File: config.mk
export PLATFORM = sky130hd
export DESIGN_NAME = tlb_maint_ctrl
export DESIGN_NICKNAME = d
export VERILOG_FILES = /design/src/rtl/tlb_maint_ctrl.sv
export SDC_FILE = /design/constraint.sdc
export NUM_CORES = 1
export LEC_CHECK = 0
export CORE_AREA = 2 2 451 453
export CTS_BUF_LIST = sky130_fd_sc_hd__clkbuf_4 sky130_fd_sc_hd__clkbuf_8
export DETAILED_ROUTE_END_ITERATION = 16
export DIE_AREA = 0 0 453 455
export PLACE_DENSITY = 0.3
export SYNTH_ARGS = -nofsm -noshare
export SYNTH_HDL_FRONTEND = slang
export SYNTH_SLANG_ARGS = --single-unit
export TNS_END_PERCENT = 10
File: constraint.sdc
create_clock -name clk -period 5 [get_ports clk]
set_input_delay 0.5 -clock clk [delete_from_list [all_inputs] [get_ports clk]]
set_output_delay 0.5 -clock clk [all_outputs]
set_load 0.01 [all_outputs]
File: src/rtl/tlb_maint_ctrl.sv
// tlb_maint_ctrl: sequences TLB maintenance ops (SRCH, RD, WR, FILL, INV)
// onto the TLB's single write port. One op is in flight at a time. SRCH and
// INV scan one entry per cycle against the live entry array.
//
// Entry layout (ENTRY_W bits, payload above ps is carried opaquely):
//   [0] e | [1] g | [11:2] asid | [30:12] vppn | [36:31] ps | [ENTRY_W-1:37] payload
//
// Ports:
//   clk, rst                  clock, async active-high reset
//   req_valid/req_ready       request handshake (ready only when idle)
//   req_op                    0 SRCH, 1 RD, 2 WR, 3 FILL, 4 INV, 5-7 illegal
//   req_inv_op/asid/va/idx/entry  request operands, latched at acceptance
//   tlb_entries               flattened live TLB contents, entry i at [i*ENTRY_W +: ENTRY_W]
//   we/wr_idx/wr_entry        TLB write port
//   done                      one-cycle completion pulse
//   rsp_hit/idx/entry/err     result, valid with done and held until next done.
//                             Fields not produced by an op read as 0 (rsp_idx=0 on
//                             SRCH miss, INV and ERR).
module tlb_maint_ctrl #(
  parameter int TLB_ENTRY_NUM = 16,
  parameter int TLB_IDX_WID   = $clog2(TLB_ENTRY_NUM),
  parameter int ENTRY_W       = 57
) (
  input  logic                               clk,
  input  logic                               rst,
  input  logic                               req_valid,
  output logic                               req_ready,
  input  logic [2:0]                         req_op,
  input  logic [4:0]                         req_inv_op,
  input  logic [9:0]                         req_asid,
  input  logic [31:0]                        req_va,
  input  logic [TLB_IDX_WID-1:0]             req_idx,
  input  logic [ENTRY_W-1:0]                 req_entry,
  input  logic [TLB_ENTRY_NUM*ENTRY_W-1:0]   tlb_entries,
  output logic                               we,
  output logic [TLB_IDX_WID-1:0]             wr_idx,
  output logic [ENTRY_W-1:0]                 wr_entry,
  output logic                               done,
  output logic                               rsp_hit,
  output logic [TLB_IDX_WID-1:0]             rsp_idx,
  output logic [ENTRY_W-1:0]                 rsp_entry,
  output logic                               rsp_err
);

  typedef enum logic [2:0] {S_IDLE, S_RD, S_WR, S_SRCH, S_INV, S_ERR} state_t;

  state_t                   state_q, state_d;
  logic [TLB_IDX_WID-1:0]   k_q, k_d;
  logic [TLB_IDX_WID-1:0]   fill_ptr_q, fill_ptr_d;
  logic                     fill_q, fill_d;
  logic [4:0]               inv_op_q, inv_op_d;
  logic [9:0]               asid_q, asid_d;
  logic [18:0]              vppn_q, vppn_d;
  logic [TLB_IDX_WID-1:0]   idx_q, idx_d;
  logic [ENTRY_W-1:0]       entry_q, entry_d;
  logic                     rsp_hit_q, rsp_hit_d;
  logic [TLB_IDX_WID-1:0]   rsp_idx_q, rsp_idx_d;
  logic [ENTRY_W-1:0]       rsp_entry_q, rsp_entry_d;
  logic                     rsp_err_q, rsp_err_d;

  logic                     nxt_hit, nxt_err;
  logic [TLB_IDX_WID-1:0]   nxt_idx;
  logic [ENTRY_W-1:0]       nxt_entry;

  logic [ENTRY_W-1:0]       ent [TLB_ENTRY_NUM];
  logic [ENTRY_W-1:0]       cur;
  logic                     cur_e, cur_g, asid_eq, vppn_eq, srch_hit, inv_cond, last_k;

  logic                     unused_va;
  assign unused_va = ^req_va[12:0];

  always_comb begin
    for (int i = 0; i < TLB_ENTRY_NUM; i++) begin
      ent[i] = tlb_entries[i*ENTRY_W +: ENTRY_W];
    end
  end

  // Entry under scan; writes only ever target already-scanned indices.
  assign cur     = ent[k_q];
  assign cur_e   = cur[0];
  assign cur_g   = cur[1];
  assign asid_eq = (cur[11:2] == asid_q);
  // 2 MB pages (ps=21) ignore the low 9 vppn bits.
  assign vppn_eq = (cur[36:31] == 6'd21) ? (cur[30:21] == vppn_q[18:9])
                                         : (cur[30:12] == vppn_q);
  assign srch_hit = cur_e && (cur_g || asid_eq) && vppn_eq;
  assign last_k   = &k_q;

  always_comb begin
    case (inv_op_q)
      5'd0, 5'd1: inv_cond = 1'b1;
      5'd2:       inv_cond = cur_g;
      5'd3:       inv_cond = !cur_g;
      5'd4:       inv_cond = !cur_g && asid_eq;
      5'd5:       inv_cond = !cur_g && asid_eq && vppn_eq;
      5'd6:       inv_cond = (cur_g || asid_eq) && vppn_eq;
      default:    inv_cond = 1'b0;
    endcase
  end

  // State register
  always_ff @(posedge clk or posedge rst) begin
    if (rst) begin
      state_q <= S_IDLE;
    end else begin
      state_q <= state_d;
    end
  end

  // Next state
  always_comb begin
    state_d = state_q;
    case (state_q)
      S_IDLE: begin
        if (req_valid) begin
          case (req_op)
            3'd0:       state_d = S_SRCH;
            3'd1:       state_d = S_RD;
            3'd2, 3'd3: state_d = S_WR;
            3'd4:       state_d = (req_inv_op > 5'd6) ? S_ERR : S_INV;
            default:    state_d = S_ERR;
          endcase
        end
      end
      S_SRCH:  if (srch_hit || last_k) state_d = S_IDLE;
      S_INV:   if (last_k) state_d = S_IDLE;
      default: state_d = S_IDLE;
    endcase
  end

  // Outputs
  always_comb begin
    req_ready = 1'b0;
    we        = 1'b0;
    wr_idx    = '0;
    wr_entry  = '0;
    done      = 1'b0;
    nxt_hit   = 1'b0;
    nxt_idx   = '0;
    nxt_entry = '0;
    nxt_err   = 1'b0;
    case (state_q)
      S_IDLE: req_ready = 1'b1;
      S_RD: begin
        done      = 1'b1;
        nxt_idx   = idx_q;
        nxt_entry = ent[idx_q];
      end
      S_WR: begin
        we       = 1'b1;
        wr_idx   = fill_q ? fill_ptr_q : idx_q;
        wr_entry = entry_q;
        done     = 1'b1;
        nxt_idx  = wr_idx;
      end
      S_SRCH: begin
        done    = srch_hit || last_k;
        nxt_hit = srch_hit;
        nxt_idx = srch_hit ? k_q : '0;
      end
      S_INV: begin
        we       = cur_e && inv_cond;
        wr_idx   = k_q;
        wr_entry = {cur[ENTRY_W-1:1], 1'b0};
        done     = last_k;
      end
      S_ERR: begin
        done    = 1'b1;
        nxt_err = 1'b1;
      end
      default: ;
    endcase
  end

  assign rsp_hit   = rsp_hit_d;
  assign rsp_idx   = rsp_idx_d;
  assign rsp_entry = rsp_entry_d;
  assign rsp_err   = rsp_err_d;

  always_comb begin
    fill_d      = fill_q;
    inv_op_d    = inv_op_q;
    asid_d      = asid_q;
    vppn_d      = vppn_q;
    idx_d       = idx_q;
    entry_d     = entry_q;
    k_d         = k_q;
    fill_ptr_d  = fill_ptr_q;
    rsp_hit_d   = done ? nxt_hit   : rsp_hit_q;
    rsp_idx_d   = done ? nxt_idx   : rsp_idx_q;
    rsp_entry_d = done ? nxt_entry : rsp_entry_q;
    rsp_err_d   = done ? nxt_err   : rsp_err_q;
    if (state_q == S_IDLE && req_valid) begin
      fill_d   = (req_op == 3'd3);
      inv_op_d = req_inv_op;
      asid_d   = req_asid;
      vppn_d   = req_va[31:13];
      idx_d    = req_idx;
      entry_d  = req_entry;
      k_d      = '0;
    end else if (state_q == S_SRCH || state_q == S_INV) begin
      k_d = k_q + 1'b1;
    end
    if (state_q == S_WR && fill_q) begin
      fill_ptr_d = fill_ptr_q + 1'b1;
    end
  end

  always_ff @(posedge clk or posedge rst) begin
    if (rst) begin
      k_q         <= '0;
      fill_ptr_q  <= '0;
      fill_q      <= 1'b0;
      inv_op_q    <= '0;
      asid_q      <= '0;
      vppn_q      <= '0;
      idx_q       <= '0;
      entry_q     <= '0;
      rsp_hit_q   <= 1'b0;
      rsp_idx_q   <= '0;
      rsp_entry_q <= '0;
      rsp_err_q   <= 1'b0;
    end else begin
      k_q         <= k_d;
      fill_ptr_q  <= fill_ptr_d;
      fill_q      <= fill_d;
      inv_op_q    <= inv_op_d;
      asid_q      <= asid_d;
      vppn_q      <= vppn_d;
      idx_q       <= idx_d;
      entry_q     <= entry_d;
      rsp_hit_q   <= rsp_hit_d;
      rsp_idx_q   <= rsp_idx_d;
      rsp_entry_q <= rsp_entry_d;
      rsp_err_q   <= rsp_err_d;
    end
  end

endmodule
### Yosys cells after proc, flatten, opt, wreduce, memory -nomap -nowiden

Cells that the tools add are included.

| word-level totals | value |
|---|---|
| flip-flop bits (word level) | 170 |
| bits of input ports | 1026 |
| output and inout bits | 127 |
| word-level logic and storage cells | 94 |

| cells by class | value |
|---|---|
| add/sub/neg operators | 2 |
| order comparisons | 3 |
| equal/unequal tests | 22 |
| muxes and demuxes | 31 |
| bitwise logic cells | 2 |
| reductions and logical operators | 21 |

Operator list:

| cell | count |
|---|---|
| binary-select mux 57 bit (select 4 bit) | 2 |
| 2-to-1 mux 57 bit | 6 |
| one-hot mux 57 bit (2 select lines) | 1 |
| == test 10 bit | 2 |
| 2-to-1 mux 4 bit | 5 |
| == test 19 bit | 1 |
| == test 5 x 3 -> 1 bit, second input constant | 3 |
| == test 3 x 2 -> 1 bit, second input constant | 4 |
| one-hot mux 3 bit (4 select lines) | 1 |
| one-hot mux 4 bit (3 select lines) | 1 |
| == test 5 x 2 -> 1 bit, second input constant | 2 |
| >= comparator 5 bit, second input constant | 2 |
| NOT 4 -> 5 bit | 2 |
| == test 3 bit, second input constant | 3 |
| 2-to-1 mux 3 bit | 3 |
| one-hot mux 3 bit (3 select lines) | 1 |
| adder 4 x 1 -> 4 bit, second input constant | 2 |
| logical AND 1 bit | 8 |
| one-hot mux 4 bit (2 select lines) | 1 |
| 2-to-1 mux 1 bit | 7 |
| == test 3 x 1 -> 1 bit, second input constant | 2 |
| == test 6 x 5 -> 1 bit, second input constant | 1 |
| zero test 3 bit | 2 |
| != test 2 bit, second input constant | 3 |
| other kinds (13) | 16 |

### Depth between registers and ports, before layout

| logic depth | value |
|---|---|
| depth after elaboration | 11 |
| gate-level depth with buffers | 15 |
| mapped depth without buffers | 8 |

### Worst setup path before layout

No wires, ideal clock.

| path | value |
|---|---|
| path kind | flip-flop to output port |
| from | register k_q[0] |
| to | output port wr_entry[37] |
| arrival time | 3.349 ns |
| slack | 1.151 ns |
| stages on the path, launching flop included | 12 |
| buffers on the path | 8 |
| cell sequence | dfrtp_1 -> buf_2 -> buf_4 -> buf_4 -> buf_4 -> buf_2 -> buf_2 -> buf_2 -> buf_2 -> mux4_2 -> mux4_2 -> a22o_1 |

| on the way | value |
|---|---|
| word-level cells in the longest chain between the ends | 5 |

Ends and longest elaborated chain:

| item | RTL line | text |
|---|---|---|
| start, declared | 48 | `logic [TLB_IDX_WID-1:0] k_q, k_d;` |
| start signal, assigned | 224 | `k_q <= k_d;` |
| NOT 4 -> 5 bit (implied by the code) | 79 | `assign cur = ent[k_q];` |
| binary-select mux 57 bit (select 4 bit) | 79 |  |
| 2-to-1 mux 57 bit (implied by the code) (2 in series) | 79 |  |
| one-hot mux 57 bit (2 select lines) | 142 | `case (state_q)` |
| end, declared | 37 | `output logic [ENTRY_W-1:0] wr_entry,` |

Every way passes these cells. The select of a mux whose other input is x is not followed.

### Worst setup path after layout

| path | value |
|---|---|
| from | register k_q[1] |
| to | output port rsp_entry[29] |

| on the way | value |
|---|---|
| word-level cells in the longest chain between the ends | 11 |
| elaborated cells between the ends (all ways) | 16 |
| those cells by class | eq/ne: 4; mux: 6; bitwise: 1; reduce/logical: 5 |

Ends and longest elaborated chain:

| item | RTL line | text |
|---|---|---|
| NOT 4 -> 5 bit (implied by the code) | 79 |  |
| binary-select mux 57 bit (select 4 bit) | 79 |  |
| 2-to-1 mux 57 bit (implied by the code) (2 in series) | 79 |  |
| == test 10 bit | 82 | `assign asid_eq = (cur[11:2] == asid_q);` |
| logical OR 1 bit | 86 | `assign srch_hit = cur_e && (cur_g \|\| asid_eq) && vppn_eq;` |
| logical AND 1 bit (2 in series) | 86 |  |
| logical OR 1 bit | 157 | `done = srch_hit \|\| last_k;` |
| one-hot mux 1 bit (3 select lines) (*) | 142 |  |
| 2-to-1 mux 57 bit (*) | 191 | `rsp_entry_d = done ? nxt_entry : rsp_entry_q;` |
| end, declared | 41 | `output logic [ENTRY_W-1:0] rsp_entry,` |

Every way passes the cells marked *; elsewhere a longest branch is shown, timed or not. The select of a mux whose other input is x is not followed.

==> reports/results.env <==
RUN_STATUS='finished with violations'
FAILING_CHECKS='negative setup slack'
NUMBER_OF_VIOLATIONS_REPORTED_AT_THE_END_OF_DETAILED_ROUTING_ITERATION_0=1495
POSTSYNTH.ASYNCRESETSHARE=1.000
FIN_WORST_HOLD_SLACK_NS=0.3176
ROW_COUNT=165
WL_PER_CELL_UM=36.72
CLOCK_NETWORK_FRACTION_OF_DESIGN_POWER=0.069
TIMING_HOLD_VIOLATIONS_FINAL=0
POST-PLACE-WS_NS=-0.5558
SYNTH_ADDER_AREA_SHARE=0.001140
CTS_TREE='built'
MAXCAPVIOLATIONS=0
ROUTE.VIAS.TOTAL=23870
TOTAL_SWITCHING_POWER_W=0.008965
SYNTH_ENABLE_FLOP_CELLS=0
POST_SYNTH_INST_COUNT=1767
DRIVE_ABOVE_1_SHARE=0.3146
CLOCK_LATENCY_NS=0.68
FP.DIEAREA_UM2=206100
CTS_HOLD_BUF=0
LAYOUT_SETUP_WS_NS=-0.1864
POWER_W=0.01847
SYNTH-COMPOUND-AREA-SHARE=0.07135
CRITICAL_PATH_CLASS='flip-flop to primary output'
CELL_AREA_AFTER_LAYOUT_UM2=39200
MIN_PATH_TYPE='primary input to flip-flop'
MAX_FCLK_MHz=192.8
FINALSETUPVIOLCOUNT=64
SYNTH-XOR-AREA-SHARE=0.01356
SEQPWRFRAC=0.137
HPWLAFTERDP_UM=173400
DIE_W_UM=453
CTS-HTREE-LEVELS=4
SYNTH_FP_NETS=2795
QUANTITY_OF_I_O_BUFFERS_INSERTED_ON_PORTS=1139
GRT_START_MAX_NET_PINS=95
VIAS_PER_CELL=4.189
POWER_DENSITY_nW_PER_UM2=471.1
AREA_GROWTH_PCT=78.55
GRT.TOTAL_USAGE=0.1963
TIMING.FINAL.CRIT_PERIOD_NS=5.186
DRCVIOLATIONCOUNT=0
CRITICAL_PATH.STARTPOINT_TYPE='flip-flop'
POWER.COMBINATIONAL.FRACTION=0.795
SYNTH.MUX.AREA_FRACTION=0.5803
NETLIST-CELL-TYPE-COUNT=61
FINALSETUPTNS_NS=-6.126
CLK_BUF_DEPTH=2
PERIOD_SHARE=1.037
CORE_AREA_UM2=201300
POWER.INTERNAL_W=0.009502
RSZ0062_AT_GRT='yes'
FIRST_PASS_ITERS=5
CP_MAX_FO=17
CTS_SINKS=170
CTS.CLK_SLEW.WORST_PATHS_NS=0.17
IR_DROP_uV=242.3
POWER.SWITCHING_FRACTION=0.4855
INITIAL_CORE_UTIL=0.1091
FF_LATCH_COUNT_SYNTH=170
SYNTHESIS.YOSYS.WARNINGS=0
END_KIND='primary output'
FINAL_REPORT_MAX_SLEW_VIOLATION_COUNT=0
CTS_MADE_BUFFERS=17
LARGEST_FAMILY_OF_LOGIC_CELLS_BY_SYNTHESIZED_AREA='multiplexers'
NUMBER_OF_GLOBAL_ROUTE_VIAS_BEFORE_REPAIR=24760
DETAILED_PLACE.AREA_UM2=37530
GRT_ANTENNA_BEFORE_REPAIR=160
POST_SYNTH_INSTANCE_AREA_UM2=21950
SYN_AVG_CELL_AREA_UM2=12.42
CTS_ROOT_BUFFER='clkbuf_8'
SYNTH_SIMPLE_GATE_AREA_SHARE=0.09039
GRT-OVFL-TOTAL=0
SLEW_HR=0.3216
GRT_FIRST_PASS_WIRELENGTH_UM=264100
WORST_SETUP_SKEW_AFTER_LAYOUT_NS=0.05285
WORSTPATHREQUIRED_NS=4.50
CRITPATHARRIVALTIME_NS=4.69
IO_PINS=1153
ROUTE.FINAL.WIRE_LENGTH_UM=209200
FINAL_NET_COUNT=3990
GP_CONGESTION=0.8878
WORST-SLEW-PIN-TRANSITION_NS=1.018
YS_SEQ_AREA_FRAC=0.1938
YS_DOMINANT_REG_CELL='dfrtp_1'
POSTROUTEANTENNANETS=0
POWER.LEAKAGE_nW=13.92
DIE_H_UM=455
[flip-flops by register name (all words and copies together) (netlist names)]
| signal | cells |
|---|---|
| entry_q | 57 |
| rsp_err_q | 1 |
| fill_ptr_q | 4 |
| rsp_entry_q | 57 |
| idx_q | 4 |
| fill_q | 1 |
| vppn_q | 19 |
| inv_op_q | 5 |
| k_q | 4 |
| rsp_idx_q | 4 |
| asid_q | 10 |
| state_q | 3 |
| rsp_hit_q | 1 |
[critical path, stage by stage (launching register included)]
cell,delay (ns)
dfrtp_4,0.55
buf_6,0.13
buf_12,0.12
mux4_2,0.55
mux4_2,0.66
xnor2_4,0.27
o211ai_1,0.13
buf_4,0.18
o22a_4,0.23
nor4_4,0.29
buf_6,0.18
buf_12,0.18
o22ai_1,0.14
clkdlybuf4s15_1,0.30
[repair_timing]
action,4_1_cts,5_1_grt
gates resized for setup,207,60
cloned,7,5
pin swaps,9,14
setup endpoints to repair,77,78
buffers inserted,30,33
[worst paths after layout]
| kind | from | to | slack, ns | cells past startpoint |
|---|---|---|---|---|
| worst max-delay path | k_q[1] | rsp_entry[29] | -0.19 | 13 |
| worst min-delay path | req_entry[13] | entry_q[13] | 0.32 | 3 |
| worst max register to register | k_q[1] | rsp_entry_q[15] | 0.99 | 14 |
| worst min register to register | entry_q[0] | entry_q[0] | 0.48 | 2 |
| max in group asynchronous | rst | rsp_entry_q[11] | 3.96 | 3 |
| min in group asynchronous | rst | rsp_hit_q | 0.33 | 3 |
[per-layer routing]
metal | track usage | vias up | wire, um | share of wire
met2 | 0.3828 | 1106 | 119200 | 0.57
met5 | 0 | - | 243 | 0.0012
met1 | 0.2009 | 12730 | 71800 | 0.34
met4 | 0.06854 | 38 | 5804 | 0.028
li1 | - | 9700 | - | -
met3 | 0.04750 | 294 | 12130 | 0.058
[cell type report]
cell class                      count  area (um2)
Clock buffer                       18       241.5
Antenna cell                       51       127.6
Fill cell                       22060      162100
Sequential cell                   170        4284
Timing Repair Buffer             1374       13840
Clock inverter                     14       127.6
Inverter                           65       252.7
Multi-Input combinational cell   1334       16980
Tap cell                         2672        3343
[power by group through the flow]
stage          clock (W)  combinational (W)  sequential (W)
2_1_floorplan          0            0.00776         0.00218
3_3_place_gp           0             0.0144         0.00258
3_5_place_dp           0             0.0144         0.00259
4_1_cts          0.00136             0.0147         0.00254
5_1_grt          0.00138             0.0156         0.00261
6_report         0.00127             0.0147         0.00253
[per-stage QoR]
| stage | cells | utilization |
|---|---|---|
| after floorplan | 1767 | - |
| after global placement | 5542 | 0.1865 |
| after detailed placement | 5542 | 0.1865 |
| after CTS | 5610 | 0.1914 |
| after global routing | 5682 | 0.1945 |
| final | 5698 | 0.1947 |
[cell usage after synthesis, types with 3 or more instances]
cell | n | area [um2]
a31oi_1 | 3 | 18.77
xor2_1 | 9 | 78.83
nand2_1 | 377 | 1415
mux4_2 | 530 | 11940
xnor2_1 | 25 | 219.0
a22o_1 | 56 | 490.5
buf_6 | 3 | 33.78
o22ai_1 | 67 | 419.2
buf_2 | 35 | 175.2
a21oi_1 | 18 | 90.09
mux2_2 | 18 | 202.7
buf_4 | 9 | 67.56
nor4_1 | 4 | 25.02
a211oi_1 | 8 | 60.06
nor2_1 | 24 | 90.09
dfrtp_1 | 170 | 4254
a32o_1 | 3 | 30.03
clkbuf_1 | 118 | 442.9
a21o_1 | 3 | 22.52
o21ai_1 | 3 | 15.01
nand4_1 | 6 | 37.54
mux2i_1 | 60 | 600.6
o21ai_0 | 19 | 95.09
nor3_1 | 10 | 50.05
a22oi_1 | 13 | 97.59
nand2b_1 | 9 | 56.30
nor2b_1 | 18 | 112.6
inv_1 | 63 | 236.5
buf_1 | 33 | 123.9
and2_1 | 5 | 31.28
nand3_1 | 3 | 15.01
[layout by cell type, fill, tap and decap left out, drive strengths merged, types with 14 or more instances in the layout]
cell type	n
clkdlybuf4s50	1074
mux4	530
nand2	377
buf	264
dfrtp	170
inv	72
o22ai	67
mux2i	60
a22o	56
diode	51
clkbuf	26
xnor2	25
nor2	24
o21ai	22
mux2	18
nor2b	18
a21oi	18
dlygate4sd2	14
[kinds of logic (layout without fill, tap and decap cells)]
| logic type | Yosys count | in the layout |
|---|---|---|
| buffers and inverters | 263 | 1471 |
| AO/OA/AOI/OAI | 218 | 218 |
| flip-flops | 170 | 170 |
| XOR/XNOR | 34 | 34 |
| AND/OR/NAND/NOR | 472 | 472 |
| multiplexers | 608 | 608 |
| adder cells (fa/ha/maj) | 2 | 2 |
| other | 0 | 51 |
No activity file was read; power rests on OpenSTA's default activity.
